## config.mk

```make
export PLATFORM = sky130hd
export DESIGN_NAME = qtcore_scan_sequencer
export DESIGN_NICKNAME = d
export VERILOG_FILES = /design/src/rtl/qtcore_scan_sequencer.sv
export SDC_FILE = /design/constraint.sdc
export NUM_CORES = 1
export LEC_CHECK = 0
export ABC_CLOCK_PERIOD_IN_PS = 9300
export CAP_MARGIN = 10
export CORE_ASPECT_RATIO = 0.75
export CORE_MARGIN = 5
export CORE_UTILIZATION = 25
export CTS_BUF_LIST = sky130_fd_sc_hd__clkbuf_16
export DETAILED_ROUTE_END_ITERATION = 10
export GPL_TIMING_DRIVEN = 0
export PLACE_DENSITY = 0.56
export RECOVER_POWER = 25
export SYNTH_ARGS = -nofsm -noshare
export SYNTH_HDL_FRONTEND = slang
export SYNTH_SLANG_ARGS = --single-unit
```

## constraint.sdc

```tcl
create_clock -name clk -period 9.3 [get_ports clk]
set_clock_uncertainty 0.15 [all_clocks]
set_input_delay 2.79 -clock clk [delete_from_list [all_inputs] [get_ports clk]]
set_output_delay 2.79 -clock clk [all_outputs]
set_load 0.1 [all_outputs]
```

## src/rtl/qtcore_scan_sequencer.sv

```systemverilog
// qtcore_scan_sequencer
// Sequences the accumulator_microcontroller scan chain and run enable for a
// host: loads a full chain image, runs the core for a bounded number of
// cycles, and unloads the chain non-destructively by rotating it.
//
// Optional feature macro: SCAN_SEQ_HALT_STOP_EN
//   defined   -> RUN also ends on the edge where halt is sampled high
//   undefined -> halt only sets the sticky halted flag
//
// Ports
//   clk, rst           clock, asynchronous active-high reset
//   cmd_valid/ready    host command handshake (ready only while IDLE)
//   cmd_op             00 LOAD, 01 RUN, 10 LOAD_RUN_UNLOAD, 11 UNLOAD
//   cmd_cycles         number of RUN cycles
//   load_data          chain image, MSB shifted first
//   unload_data        captured chain image, bit 0 captured last
//   done               one-cycle completion pulse
//   halted, cycles_run status of the last RUN phase
//   scan_enable, scan_in, scan_out, proc_en, halt   core-side pins
module qtcore_scan_sequencer #(
    parameter int unsigned CHAIN_LEN = 152,
    parameter int unsigned CNT_W     = 16
) (
    input  logic                 clk,
    input  logic                 rst,
    input  logic                 cmd_valid,
    output logic                 cmd_ready,
    input  logic [1:0]           cmd_op,
    input  logic [CNT_W-1:0]     cmd_cycles,
    input  logic [CHAIN_LEN-1:0] load_data,
    output logic [CHAIN_LEN-1:0] unload_data,
    output logic                 done,
    output logic                 halted,
    output logic [CNT_W-1:0]     cycles_run,
    output logic                 scan_enable,
    output logic                 scan_in,
    input  logic                 scan_out,
    output logic                 proc_en,
    input  logic                 halt
);

    localparam int unsigned BIT_W = $clog2(CHAIN_LEN + 1);

    localparam logic [1:0] OP_LOAD   = 2'b00;
    localparam logic [1:0] OP_RUN    = 2'b01;
    localparam logic [1:0] OP_LRU    = 2'b10;
    localparam logic [1:0] OP_UNLOAD = 2'b11;

    typedef enum logic [1:0] {
        S_IDLE   = 2'b00,
        S_LOAD   = 2'b01,
        S_RUN    = 2'b10,
        S_UNLOAD = 2'b11
    } state_t;

    state_t                 state;
    state_t                 state_d;
    logic                   done_d;
    logic [1:0]             op_q;
    logic [CNT_W-1:0]       cycles_q;
    logic [CHAIN_LEN-1:0]   sr;
    logic [BIT_W-1:0]       bit_cnt;
    logic                   accept;
    logic                   last_bit;
    logic                   run_last;

    assign accept   = cmd_valid && (state == S_IDLE);
    assign last_bit = (bit_cnt == BIT_W'(CHAIN_LEN - 1));

`ifdef SCAN_SEQ_HALT_STOP_EN
    assign run_last = (CNT_W'(cycles_run + CNT_W'(1)) == cycles_q) || halt;
`else
    assign run_last = (CNT_W'(cycles_run + CNT_W'(1)) == cycles_q);
`endif

    // State register
    always_ff @(posedge clk or posedge rst) begin
        if (rst) begin
            state <= S_IDLE;
        end else begin
            state <= state_d;
        end
    end

    // Next-state and completion decode
    always_comb begin
        state_d = state;
        done_d  = 1'b0;
        case (state)
            S_IDLE: begin
                if (accept) begin
                    case (cmd_op)
                        OP_LOAD, OP_LRU: state_d = S_LOAD;
                        OP_RUN: begin
                            // A zero-length RUN completes at acceptance
                            if (cmd_cycles == '0) begin
                                state_d = S_IDLE;
                                done_d  = 1'b1;
                            end else begin
                                state_d = S_RUN;
                            end
                        end
                        default: state_d = S_UNLOAD;
                    endcase
                end
            end
            S_LOAD: begin
                if (last_bit) begin
                    if (op_q != OP_LRU) begin
                        state_d = S_IDLE;
                        done_d  = 1'b1;
                    end else if (cycles_q == '0) begin
                        state_d = S_UNLOAD;
                    end else begin
                        state_d = S_RUN;
                    end
                end
            end
            S_RUN: begin
                if (run_last) begin
                    if (op_q == OP_LRU) begin
                        state_d = S_UNLOAD;
                    end else begin
                        state_d = S_IDLE;
                        done_d  = 1'b1;
                    end
                end
            end
            S_UNLOAD: begin
                if (last_bit) begin
                    state_d = S_IDLE;
                    done_d  = 1'b1;
                end
            end
            default: state_d = S_IDLE;
        endcase
    end

    // Moore outputs; in UNLOAD the chain is rotated through scan_out
    always_comb begin
        cmd_ready   = 1'b0;
        scan_enable = 1'b0;
        proc_en     = 1'b0;
        scan_in     = sr[CHAIN_LEN-1];
        case (state)
            S_IDLE:   cmd_ready = 1'b1;
            S_LOAD:   scan_enable = 1'b1;
            S_RUN:    proc_en = 1'b1;
            S_UNLOAD: begin
                scan_enable = 1'b1;
                scan_in     = scan_out;
            end
            default: ;
        endcase
    end

    // Command latch, shift register, bit counter and run status
    always_ff @(posedge clk or posedge rst) begin
        if (rst) begin
            op_q       <= OP_LOAD;
            cycles_q   <= '0;
            sr         <= '0;
            bit_cnt    <= '0;
            cycles_run <= '0;
            halted     <= 1'b0;
            done       <= 1'b0;
        end else begin
            done <= done_d;
            if (accept) begin
                op_q       <= cmd_op;
                cycles_q   <= cmd_cycles;
                sr         <= load_data;
                bit_cnt    <= '0;
                cycles_run <= '0;
                halted     <= 1'b0;
            end else begin
                case (state)
                    S_LOAD, S_UNLOAD: begin
                        sr      <= {sr[CHAIN_LEN-2:0], scan_out};
                        bit_cnt <= last_bit ? '0 : BIT_W'(bit_cnt + BIT_W'(1));
                    end
                    S_RUN: begin
                        cycles_run <= CNT_W'(cycles_run + CNT_W'(1));
                        if (halt) begin
                            halted <= 1'b1;
                        end
                    end
                    default: ;
                endcase
            end
        end
    end

    assign unload_data = sr;

endmodule
```

# Word level (Yosys, flattened, before mapping)
# Cells that the tools add are included.
# Widths: inputs -> output; s select.
# word_totals
latchBits	0
regBits	198
word_cells	68
ram_bits	0
romBits	0
n_memories	0
output_inout_bits	174
# op_classes
order_cmp	0
reduce_logical	12
mul	0
shifts	0
bitwise	0
addsub	2
muxes	33
n_eq_ne	13
n_div	0
# op_table
cell	n
$mux 152	2
$logic_not 16->1	2
$mux 16	2
$mux 8	3
$add 16x1->16 const B	1
$eq 16x16->1	1
$mux 1	16
$mux 2	7
$ne 2x2->1 const B	5
$add 8x1->8 const B	1
$eq 2x2->1 const B	4
$eq 8x8->1 const B	1
$pmux 2 s4	1
$reduce_bool 2->1	3
$eq 2x1->1 const B	2
$logic_not 2->1	2
$pmux 1 s4	1
$pmux 2 s2	1
$reduce_and 4->1	1
$reduce_or 2->1	2
$reduce_and 2->1	1
$logic_and 1x1->1	1

# Logic depth before layout (Yosys ltp)
# logic_depth
depth_word	5
depth_mapped	8
ltp_nobuf	7

# Worst setup path after synthesis
# OpenSTA, ideal clock, no wires.
# synth_timing
path_type	in2out
startpoint	input port scan_out
endpoint	output port scan_in
t_arrival_ns	3.261
t_required_ns	6.360
cell_stages	1
path_slack_ns	3.099
cell_sequence	mux2_2
# synth_between
elab_chain_len	1
# synth_lines
element	line	rtl
start, declared	37	input logic scan_out,
$mux 1	145	case (state)
end, declared	36	output logic scan_in,
# Every way passes these cells.

# Worst setup path after layout
# Same ends and word-level chain as after synthesis.

==> flow_summary_export.csv <==
group,metric,value,unit
status,status,"complete, but fails checks",
status,violations,"capacitance limit, slew limit",
routing,dr_total_vias,8887,
clock_network,path_clk_slew,0.07,ns
layout,drive_above_1_share,0.0314,
clock_network,clk_latency,0.45,ns
routing,wl,33900,um
logic_synthesis,synthFlopType,"dfrtp_1",
power,swShare,0.273,
clock_network,cts_tree,"built",
floorplan,initial_core_util,0.252,
floorplan,rows,60,
clock_network,holdBufCountCts,0,
timing,setup_ws,1.79,ns
power,p_switching,502,uW
floorplan,die_w,229,um
logic_synthesis,synth.most_common_cell,"nand2_1",
placed_design,dp_hpwl,25600,um
grt,met3_usage,0.0653,
timing,hold_violations,0,
clock_network,cts_root_buf,"clkbuf_16",
timing,finalSetupViolations,0,
routing,firstDrtPassIters,5,
grt,gr-total-overflow,0,
critical_path,critPathBufInv,2,
layout,multi_input_area,0.00377,mm2
layout,regArea,0.00495,mm2
logic_synthesis,synth_edf_count,0,
logic_synthesis,yosys.area.top_type,"dfrtp_1",
power,internal_power,1.34,mW
clock_network,cts_made_buffers,17,
logic_synthesis,synth_commonest_cells,"nand2_1 (384), dfrtp_1 (198), a22oi_1 (152)",
logic_synthesis,netlist_instances,990,
timing,worstMarginPinSlew,3.97,ns
timing,final.min_clock_period,7.51,ns
routing,vias_per_cell,4.83,
timing,whs,0.333,ns
grt,grt_max_degree,114,
grt,grt_first_pass_wirelength,53000,um
logic_synthesis,synth.distinct_cells,47,
floorplan,die_h,174,um
clock_network,clockBufferDepth,2,
floorplan,io_pins,349,
grt,busiest_layer,"met2",
logic_synthesis,seq_area_frac_synth,0.550,
floorplan,fp.coreArea,0.0357,mm2
routing,wl_per_cell,18.4,um
logic_synthesis,synth_area_per_cell,9.10,um2
critical_path,slowest_delay,1.12,ns
floorplan,fp.dieArea,0.0400,mm2
power,leakagePower,6.11,nW
clock_network,clock_sinks,198,
logic_synthesis,synth_area_leaders,"dfrtp_1 (55%), nand2_1 (16%), a22oi_1 (13%)",
placed_design,gp_congestion,0.831,
logic_synthesis,synth_nets,1167,
layout,n_fill_cell,3599,
logic_synthesis,syn_area,0.00900,mm2
critical_path,critPathKind,"input pin to output pin",
min_path,hp-class,"register to register",
timing,max_slew_margin,-1.66,
logic_synthesis,ys_seq_elements,198,
placed_design,post_dp_cell_area,0.0131,mm2
logic_synthesis,ys_warn_count,0,
critical_path,crit_family,"buffers and inverters",
grt,grt_pass1_vias,8964,
routing,drtAntennaViolNets,0,
grt,met2_usage,0.252,
clock_network,cts_resized,0,
layout,final_nets,1535,
critical_path,crit_arrival,4.57,ns
grt,antenna_found_initial,4,
power,finalPower,1.84,mW
critical_path,crit_top_cell,"clkdlybuf4s50_1",
routing,post-route-drc-count,0,
critical_path,path_max_fanout,2,
critical_path,required,6.36,ns
power,power.density,135,mW/mm2
layout,syn_to_final_growth,51.9,%
power,clkPwrFrac,0.404,
layout,finalInstanceArea,0.0137,mm2
logic_synthesis,synth.top_cell.area_share,0.550,
grt,track_usage,0.166,
clock_network,cts_setup_buffers,0,
critical_path,crit_path_end_kind,"output pin",
critical_path,path_cells,"clkdlybuf4s50_1, mux2_2, clkdlybuf4s50_1",
grt,gr-usage-met1,0.221,
logic_synthesis,synth-async-reset-ratio,1.00,
placed_design,post-place-ws,1.80,ns
placed_design,io_buffers,348,
critical_path,critical_path.startpoint_type,"input pin",
timing,slew_violations,86,
routing,drtIter0Drc,625,
timing,grt_setup_unrepaired,"false",
power,vdd_drop_max,0.0000921,V
clock_network,htree_levels,4,
flow_run,cap_violations,1,
timing,post-route-period-util,0.808,
critical_path,cpMaxStageDelayCell,"clkdlybuf4s50_1",
power,power_frac_seq,0.478,
timing,fmax,133,MHz
power,pwr-share-comb,0.117,
[power by group through the flow]
| stage | Clock, mW | Combinational, mW | Sequential [mW] |
|---|---|---|---|
| floorplan | 0 | 0.0252 | 0.976 |
| global placement | 0 | 0.215 | 0.898 |
| detailed placement | 0 | 0.219 | 0.898 |
| CTS | 0.772 | 0.219 | 0.881 |
| global route | 0.807 | 0.228 | 0.882 |
| finish | 0.744 | 0.216 | 0.881 |
[state kept, by name, summed over array words and instances (netlist names)]
name / cells
bit_cnt: 8
done: 1
halted: 1
cycles_q: 16
op_q: 2
cycles_run: 16
unload_data: 152
state: 2
[path summary, 6_finish.rpt]
kind	endpoint	slack [ns]	from	cells after the start
max	scan_in	1.79	scan_out	3
min	op_q[1]	0.33	op_q[1]	2
max reg2reg	state[1]	6.30	cycles_run[0]	7
min reg2reg	op_q[1]	0.33	op_q[1]	2
max in group asynchronous	unload_data[89]	3.36	rst	2
min in group asynchronous	unload_data[13]	3.82	rst	2
[tightest hold or removal path, cell delays in order (launching register included)]
cell and delay (ns):
dfrtp_1 0.34, nand2_1 0.05, nand2_1 0.06
[cell families after synthesis]
| kind of cell | synth area share |
|---|---|
| AND/OR/NAND/NOR | 0.217 |
| AO/OA/AOI/OAI | 0.168 |
| flip-flops | 0.550 |
| buffers and inverters | 0.0315 |
| XOR/XNOR | 0.0263 |
| multiplexers | 0.00361 |
| adder cells (fa/ha/maj) | 0.00278 |
[routing by layer]
metal / vias to the layer above / wire, um
li1: 4189 / -
met1: 4364 / 15000
met2: 293 / 15500
met3: 37 / 2820
met4: 4 / 558
met5: - / 32
[metrics by stage]
| step | util | instances | TNS (ns) |
|---|---|---|---|
| 6_report | 0.383 | 1840 | 0 |
| 5_1_grt | 0.383 | 1837 | 0 |
| 3_5_place_dp | 0.367 | 1804 | 0 |
| 2_1_floorplan | - | 990 | 0 |
| 3_3_place_gp | 0.366 | 1803 | -430.30 |
| 4_1_cts | 0.383 | 1836 | 0 |
[cell usage in the layout (no fill, tap or decap), types with 3 or more instances in the layout]
master	Yosys	layout
a21oi_1	4	4
a22oi_1	152	152
a31oi_1	3	3
and3_1	7	7
buf_1	9	9
buf_2	4	4
clkbuf_1	54	54
clkbuf_16	0	17
clkdlybuf4s50_1	0	345
clkinv_1	0	3
clkinv_4	0	5
dfrtp_1	198	198
diode_2	0	4
dlygate4sd3_1	0	3
inv_1	6	5
inv_6	0	4
nand2_1	384	384
nand2b_1	3	3
nand3_1	11	11
nand4_1	7	7
nor2_1	25	25
nor3_1	3	3
nor4_1	16	16
o21ai_0	32	32
o22ai_1	4	4
o31ai_1	5	5
xnor2_1	17	17
xor2_1	10	10
[cell type report]
class | instances | area share
Clock buffer | 17 | 0.0311
Clock inverter | 15 | 0.0108
Tap cell | 465 | 0.0425
Timing Repair Buffer | 349 | 0.257
Multi-Input combinational cell | 718 | 0.275
Antenna cell | 4 | 0.000732
Buffer | 68 | 0.0191
Inverter | 6 | 0.00174
Sequential cell | 198 | 0.362
Power figures use the tool's default switching activity.
